<file path="src/rtl/interrupt_timer_unit.sv">
// Machine timer (mtime/mtimecmp) with MMIO access, external interrupt
// synchronizer and a single-request interrupt FSM feeding commit.
module interrupt_timer_unit #(
   parameter int unsigned PRESCALE = 1
) (
   input  logic        clk,
   input  logic        rstN,
   input  logic        mmioReq,
   input  logic        mmioWe,
   input  logic [3:0]  mmioAddr,
   input  logic [31:0] mmioWData,
   output logic [31:0] mmioRData,
   output logic        mmioRValid,
   input  logic        externalIntLine,
   input  logic        csrMIE,
   input  logic        csrMTIE,
   input  logic        csrMEIE,
   output logic        mtip,
   output logic        meip,
   output logic        intReq,
   output logic [4:0]  intCode,
   input  logic        intAck,
   input  logic        mretDone
);

   localparam int unsigned   PW         = (PRESCALE > 1) ? $clog2(PRESCALE) : 1;
   localparam logic [PW-1:0] PRESC_LAST = PW'(PRESCALE - 1);
   localparam logic [4:0]    CODE_TMR   = 5'd7;
   localparam logic [4:0]    CODE_EXT   = 5'd11;

   typedef enum logic [1:0] {
      ST_IDLE,
      ST_REQ,
      ST_IN_HANDLER
   } state_e;

   logic [PW-1:0] presc_q, presc_d;
   logic [63:0]   mtime_q, mtime_d;
   logic [63:0]   mtimecmp_q, mtimecmp_d;
   logic          mtip_q, mtip_d;
   logic          meip_sync_q, meip_sync_d;
   logic          meip_q, meip_d;
   logic [31:0]   rdata_q, rdata_d;
   logic          rvalid_q, rvalid_d;
   state_e        state_q, state_d;
   logic [4:0]    int_code_q, int_code_d;

   logic presc_tick;
   logic wr_en;
   logic rd_en;
   logic ext_hit;
   logic tmr_hit;
   logic latched_hit;

   // Prescaler and timer registers; an MMIO write to an mtime half replaces
   // that half outright (the other half keeps its old value, no increment).
   always_comb begin
      presc_tick = (presc_q == PRESC_LAST);
      presc_d    = presc_tick ? '0 : presc_q + 1'b1;
      wr_en      = mmioReq & mmioWe;
      mtime_d    = presc_tick ? mtime_q + 64'd1 : mtime_q;
      mtimecmp_d = mtimecmp_q;
      if (wr_en) begin
         case (mmioAddr)
            4'd0:    mtime_d    = {mtime_q[63:32], mmioWData};
            4'd1:    mtime_d    = {mmioWData, mtime_q[31:0]};
            4'd2:    mtimecmp_d = {mtimecmp_q[63:32], mmioWData};
            4'd3:    mtimecmp_d = {mmioWData, mtimecmp_q[31:0]};
            default: ;
         endcase
      end
   end

   // MMIO read: sample current registers, return one cycle later.
   always_comb begin
      rd_en    = mmioReq & ~mmioWe;
      rvalid_d = rd_en;
      rdata_d  = '0;
      if (rd_en) begin
         case (mmioAddr)
            4'd0:    rdata_d = mtime_q[31:0];
            4'd1:    rdata_d = mtime_q[63:32];
            4'd2:    rdata_d = mtimecmp_q[31:0];
            4'd3:    rdata_d = mtimecmp_q[63:32];
            default: rdata_d = '0;
         endcase
      end
   end

   // Pending bits: registered timer compare and 2-flop external synchronizer.
   always_comb begin
      mtip_d      = (mtime_q >= mtimecmp_q);
      meip_sync_d = externalIntLine;
      meip_d      = meip_sync_q;
   end

   // Request FSM: latch the winning source in IDLE, hold it through REQ.
   always_comb begin
      state_d     = state_q;
      int_code_d  = int_code_q;
      ext_hit     = meip_q & csrMEIE;
      tmr_hit     = mtip_q & csrMTIE;
      latched_hit = (int_code_q == CODE_EXT) ? ext_hit : tmr_hit;
      case (state_q)
         ST_IDLE: begin
            if (csrMIE & (ext_hit | tmr_hit)) begin
               state_d    = ST_REQ;
               int_code_d = ext_hit ? CODE_EXT : CODE_TMR;
            end
         end
         ST_REQ: begin
            if (intAck) begin
               state_d = ST_IN_HANDLER;
            end else if (!(csrMIE & latched_hit)) begin
               state_d = ST_IDLE;
            end
         end
         ST_IN_HANDLER: begin
            if (mretDone) begin
               state_d = ST_IDLE;
            end
         end
         default: state_d = ST_IDLE;
      endcase
   end

   // State registers.
   always_ff @(posedge clk or negedge rstN) begin
      if (!rstN) begin
         presc_q     <= '0;
         mtime_q     <= '0;
         mtimecmp_q  <= '1;
         mtip_q      <= 1'b0;
         meip_sync_q <= 1'b0;
         meip_q      <= 1'b0;
         rdata_q     <= '0;
         rvalid_q    <= 1'b0;
         state_q     <= ST_IDLE;
         int_code_q  <= '0;
      end else begin
         presc_q     <= presc_d;
         mtime_q     <= mtime_d;
         mtimecmp_q  <= mtimecmp_d;
         mtip_q      <= mtip_d;
         meip_sync_q <= meip_sync_d;
         meip_q      <= meip_d;
         rdata_q     <= rdata_d;
         rvalid_q    <= rvalid_d;
         state_q     <= state_d;
         int_code_q  <= int_code_d;
      end
   end

   assign mmioRData  = rdata_q;
   assign mmioRValid = rvalid_q;
   assign mtip       = mtip_q;
   assign meip       = meip_q;
   assign intReq     = (state_q == ST_REQ);
   assign intCode    = int_code_q;

endmodule

</file>
<file path="config.mk">
export PLATFORM = sky130hd
export DESIGN_NAME = interrupt_timer_unit
export DESIGN_NICKNAME = d
export VERILOG_FILES = /design/src/rtl/interrupt_timer_unit.sv
export SDC_FILE = /design/constraint.sdc
export NUM_CORES = 1
export LEC_CHECK = 0
export CORE_MARGIN = 2
export CORE_UTILIZATION = 60
export CTS_BUF_LIST = sky130_fd_sc_hd__clkbuf_8
export CTS_CLUSTER_DIAMETER = 60
export DETAILED_ROUTE_END_ITERATION = 7
export PLACE_DENSITY_LB_ADDON = 0.05
export SLEW_MARGIN = 20
export SYNTH_ARGS = -nofsm -noshare
export SYNTH_HDL_FRONTEND = slang
export SYNTH_SLANG_ARGS = --single-unit
</file>
<file path="constraint.sdc">
create_clock -name clk -period 5.6 [get_ports clk]
set_clock_uncertainty 0.15 [all_clocks]
set_input_delay 0.56 -clock clk [delete_from_list [all_inputs] [get_ports clk]]
set_output_delay 0.56 -clock clk [all_outputs]
set_load 0.1 [all_outputs]
</file>
==> results.cfg <==
[cts]
htreeDepth = 4
ctsLongestPathBuffers = 2
clockRootBuffer = clkbuf_8
clock_sink_count = 169
cts_tree = yes
insertion_delay_ns = 0.47
post_cts_resized = 0
tritoncts.num_buffers = 17
path_clk_slew_ns = 0.10

[global_routing]
grt_max_degree = 71
grt_antenna_before_repair = 1
grt_pass1_vias = 8329
grt_remaining_overflow = 0
grt_first_pass_wirelength_um = 44200
grt_usage_pct = 31.9

[floorplanning]
die_w_um = 131
die_h_um = 131
die-area_sq_mm = 0.0173
initial_core_util_pct = 61.4
design.core.area_sq_mm = 0.0159
num_rows = 46
ios = 87

[critical_path]
worstRegToRegCells = 7
crit_path_start_kind = primary input
cp_slowest_cell = and3_1
end_kind = register
regToRegStartpoint = mtime_q[0]
worstReg2RegEnd = mtime_q[56]
required_ns = 5.81
crit_type = primary input to register
max_stage_delay_ns = 0.72
crit_buf_inv = 2
crit_path_cell_trace = clkdlybuf4s50_1 > nor3_1 > and3_1 > and2_0 > buf_4 > a21oi_1 > o221a_2
critPathMaxFanout = 20
rrSetupSlack_ns = 2.46
crit_arrival_ns = 3.46
critical_path.top_delay_family = simple AND/OR/NAND/NOR gates

[synthesis]
synth_area_sq_mm = 0.00975
synth_compound_gate_area_share_pct = 23.4
yosysUniqueCellTypes = 68
synth_nets = 1185
synthFlopType = dfrtp_1
synth-xor-area-share_pct = 0.180
post_synth.cell_area_avg_sq_um = 9.08
synth-simple-area-share_pct = 17.6
synth_edf_count = 0
seq_area_frac_synth_pct = 44.2
ys.warnings.count = 0
synth_top_family_by_area = compound AO/OA/AOI/OAI gates
ys_ff_latch = 169
synth.area.mux_share_pct = 0.526
netlist_instances = 1074
async_flop_share_pct = 100
synthAdderAreaFrac_pct = 8.34

[timing]
period_needed_ns = 3.25
timing.fmax_mhz = 308
setup_slack_ns = 2.35
tightest_slew_ns = 1.03
period_share_pct = 58.1
rsz0062_at_grt = false
setup_viol = 0
relSlewSlack_pct = 31.1
whs_ns = 0.225
tns_ns = 0
drv_slew = 0
hold_violations = 0

[drt]
met3_length_um = 2040
vias = 8668
route.detailed.drc = 0
drtIter0Drc = 911
drt-pass1-iter-count = 5
routed.top_layer = met5
routed-wl-met2_um = 12300
avgViaCountPerCell = 6.40
wirelength_um = 27000
wirelength_met1_um = 12200
ant_nets = 0
drt-wirelength-per-cell_um = 19.9

[power]
power_frac_clock_pct = 21.9
power_leakage_nw = 4.65
p_per_area_mw_per_mm2 = 354
power.switching_mw = 1.50
irDropWorstVdd_mv = 0.202
power_mw = 3.93
p_comb_share_pct = 30.7
internal_power_mw = 2.43
switching_share_pct = 38.2
pwr-share-seq_pct = 47.4

[place]
place_hpwl_um = 18600
port-buffer-count = 85
gp_congestion = 0.953
dp_slack_ns = 1.90

[min_path]
hold_depth = 0
holdPathEnd = meip
hp-start = meip_d
hp-class = register to register

[cells_and_area]
fin_util_pct = 69.9
nets = 1236
mostFrequentLayoutCells = 118 x nand2_1, 105 x dfrtp_1, 88 x o21ai_0
drive_gt1_share_pct = 11.9
layout_commonest_cell = nand2_1
syn_to_final_growth_pct = 13.9
num_antenna_cells = 0

[run]
cap_violations = 0

[run_status]
status = finished clean
[state kept, by name (all words and copies together) (netlist names)]
name / cells
mtime_q: 64
mtimecmp_q: 64
mmioRData: 32
intCode: 3
state_q: 2
meip: 1
meip_d: 1
mmioRValid: 1
mtip: 1
[power by group through the flow]
stage | clock network (mW) | logic (mW) | registers (mW)
2_1_floorplan | 0 | 0.794 | 1.84
3_3_place_gp | 0 | 1.15 | 1.86
3_5_place_dp | 0 | 1.19 | 1.87
4_1_cts | 0.868 | 1.20 | 1.85
5_1_grt | 0.920 | 1.36 | 1.90
6_report | 0.859 | 1.21 | 1.86
[layout make-up]
cell class                      instances  area [sq um]
Clock buffer                           18           248
Fill cell                            1275          4780
Tap cell                              216           270
Sequential cell                       169          4310
Inverter                               73           274
Clock inverter                         14           135
Timing Repair Buffer                   99           960
Multi-Input combinational cell        765          4900
[logic make-up (layout without fill, tap and decap cells)]
group           after synthesis  in the layout
compound gates              352            352
simple gates                340            340
flops                       169            169
buf+inv                     140            204
fa+ha+maj                    65             65
mux                           5              5
xor+xnor                      2              2
other cells                   1              1
[Yosys cell counts (3+ instances only)]
master / count / area share, %
o221a_2: 5 / 0.58
nor4_1: 6 / 0.39
o22ai_1: 8 / 0.51
inv_1: 73 / 2.8
dfrtp_1: 105 / 27
nand3_1: 32 / 1.6
o22a_1: 3 / 0.27
o21a_1: 8 / 0.62
nand4_1: 25 / 1.6
a21oi_1: 85 / 4.4
nor2_1: 72 / 2.8
o32ai_1: 3 / 0.27
a211oi_1: 30 / 2.3
a21o_1: 6 / 0.46
ha_1: 65 / 8.3
nor2b_1: 7 / 0.45
and2_1: 6 / 0.39
and3_1: 19 / 1.2
nor3_1: 18 / 0.92
a41oi_1: 4 / 0.36
a31oi_1: 4 / 0.26
a311oi_1: 20 / 1.8
buf_2: 5 / 0.26
clkbuf_1: 55 / 2.1
a211o_1: 4 / 0.36
and2_0: 3 / 0.19
o21ai_0: 88 / 4.5
nand2_1: 118 / 4.5
nand2b_1: 3 / 0.19
dfstp_2: 64 / 17
a22oi_1: 66 / 5.1
and4_1: 10 / 0.90
buf_4: 4 / 0.31
mux2i_1: 4 / 0.41
[routing by layer]
metal	up-vias	track usage, %
met5	-	0
met4	2	8.94
met3	35	6.91
met2	373	49.0
met1	4213	45.8
li1	4045	-
[per-stage QoR]
stage                     cells  cell area [sq um]
after CTS                  1354              11100
final                      1354              11100
after global placement     1321              10700
after floorplan            1074               9750
after global routing       1354              11100
after detailed placement   1321              10700
[how the worst max path moves through the flow]
stage	from	to	slack (ns)	depth (start not counted)
after CTS	mmioAddr[3]	mtime_q[22]	2.41	7
final	mmioAddr[3]	mtime_q[22]	2.35	7
after global placement	mmioAddr[0]	mtimecmp_q[55]	1.96	5
after global routing	mmioAddr[3]	mtime_q[41]	2.23	7
after detailed placement	mmioAddr[0]	mtimecmp_q[49]	1.90	5
after floorplan	state_q[1]	intReq	3.13	1
[what timing repair did]
item	4_1_cts	5_1_grt
setup buffers	0	0
hold endpoints to repair	37	0
hold buffers	1	0
Note: power is estimated with default switching activity, not from simulation.
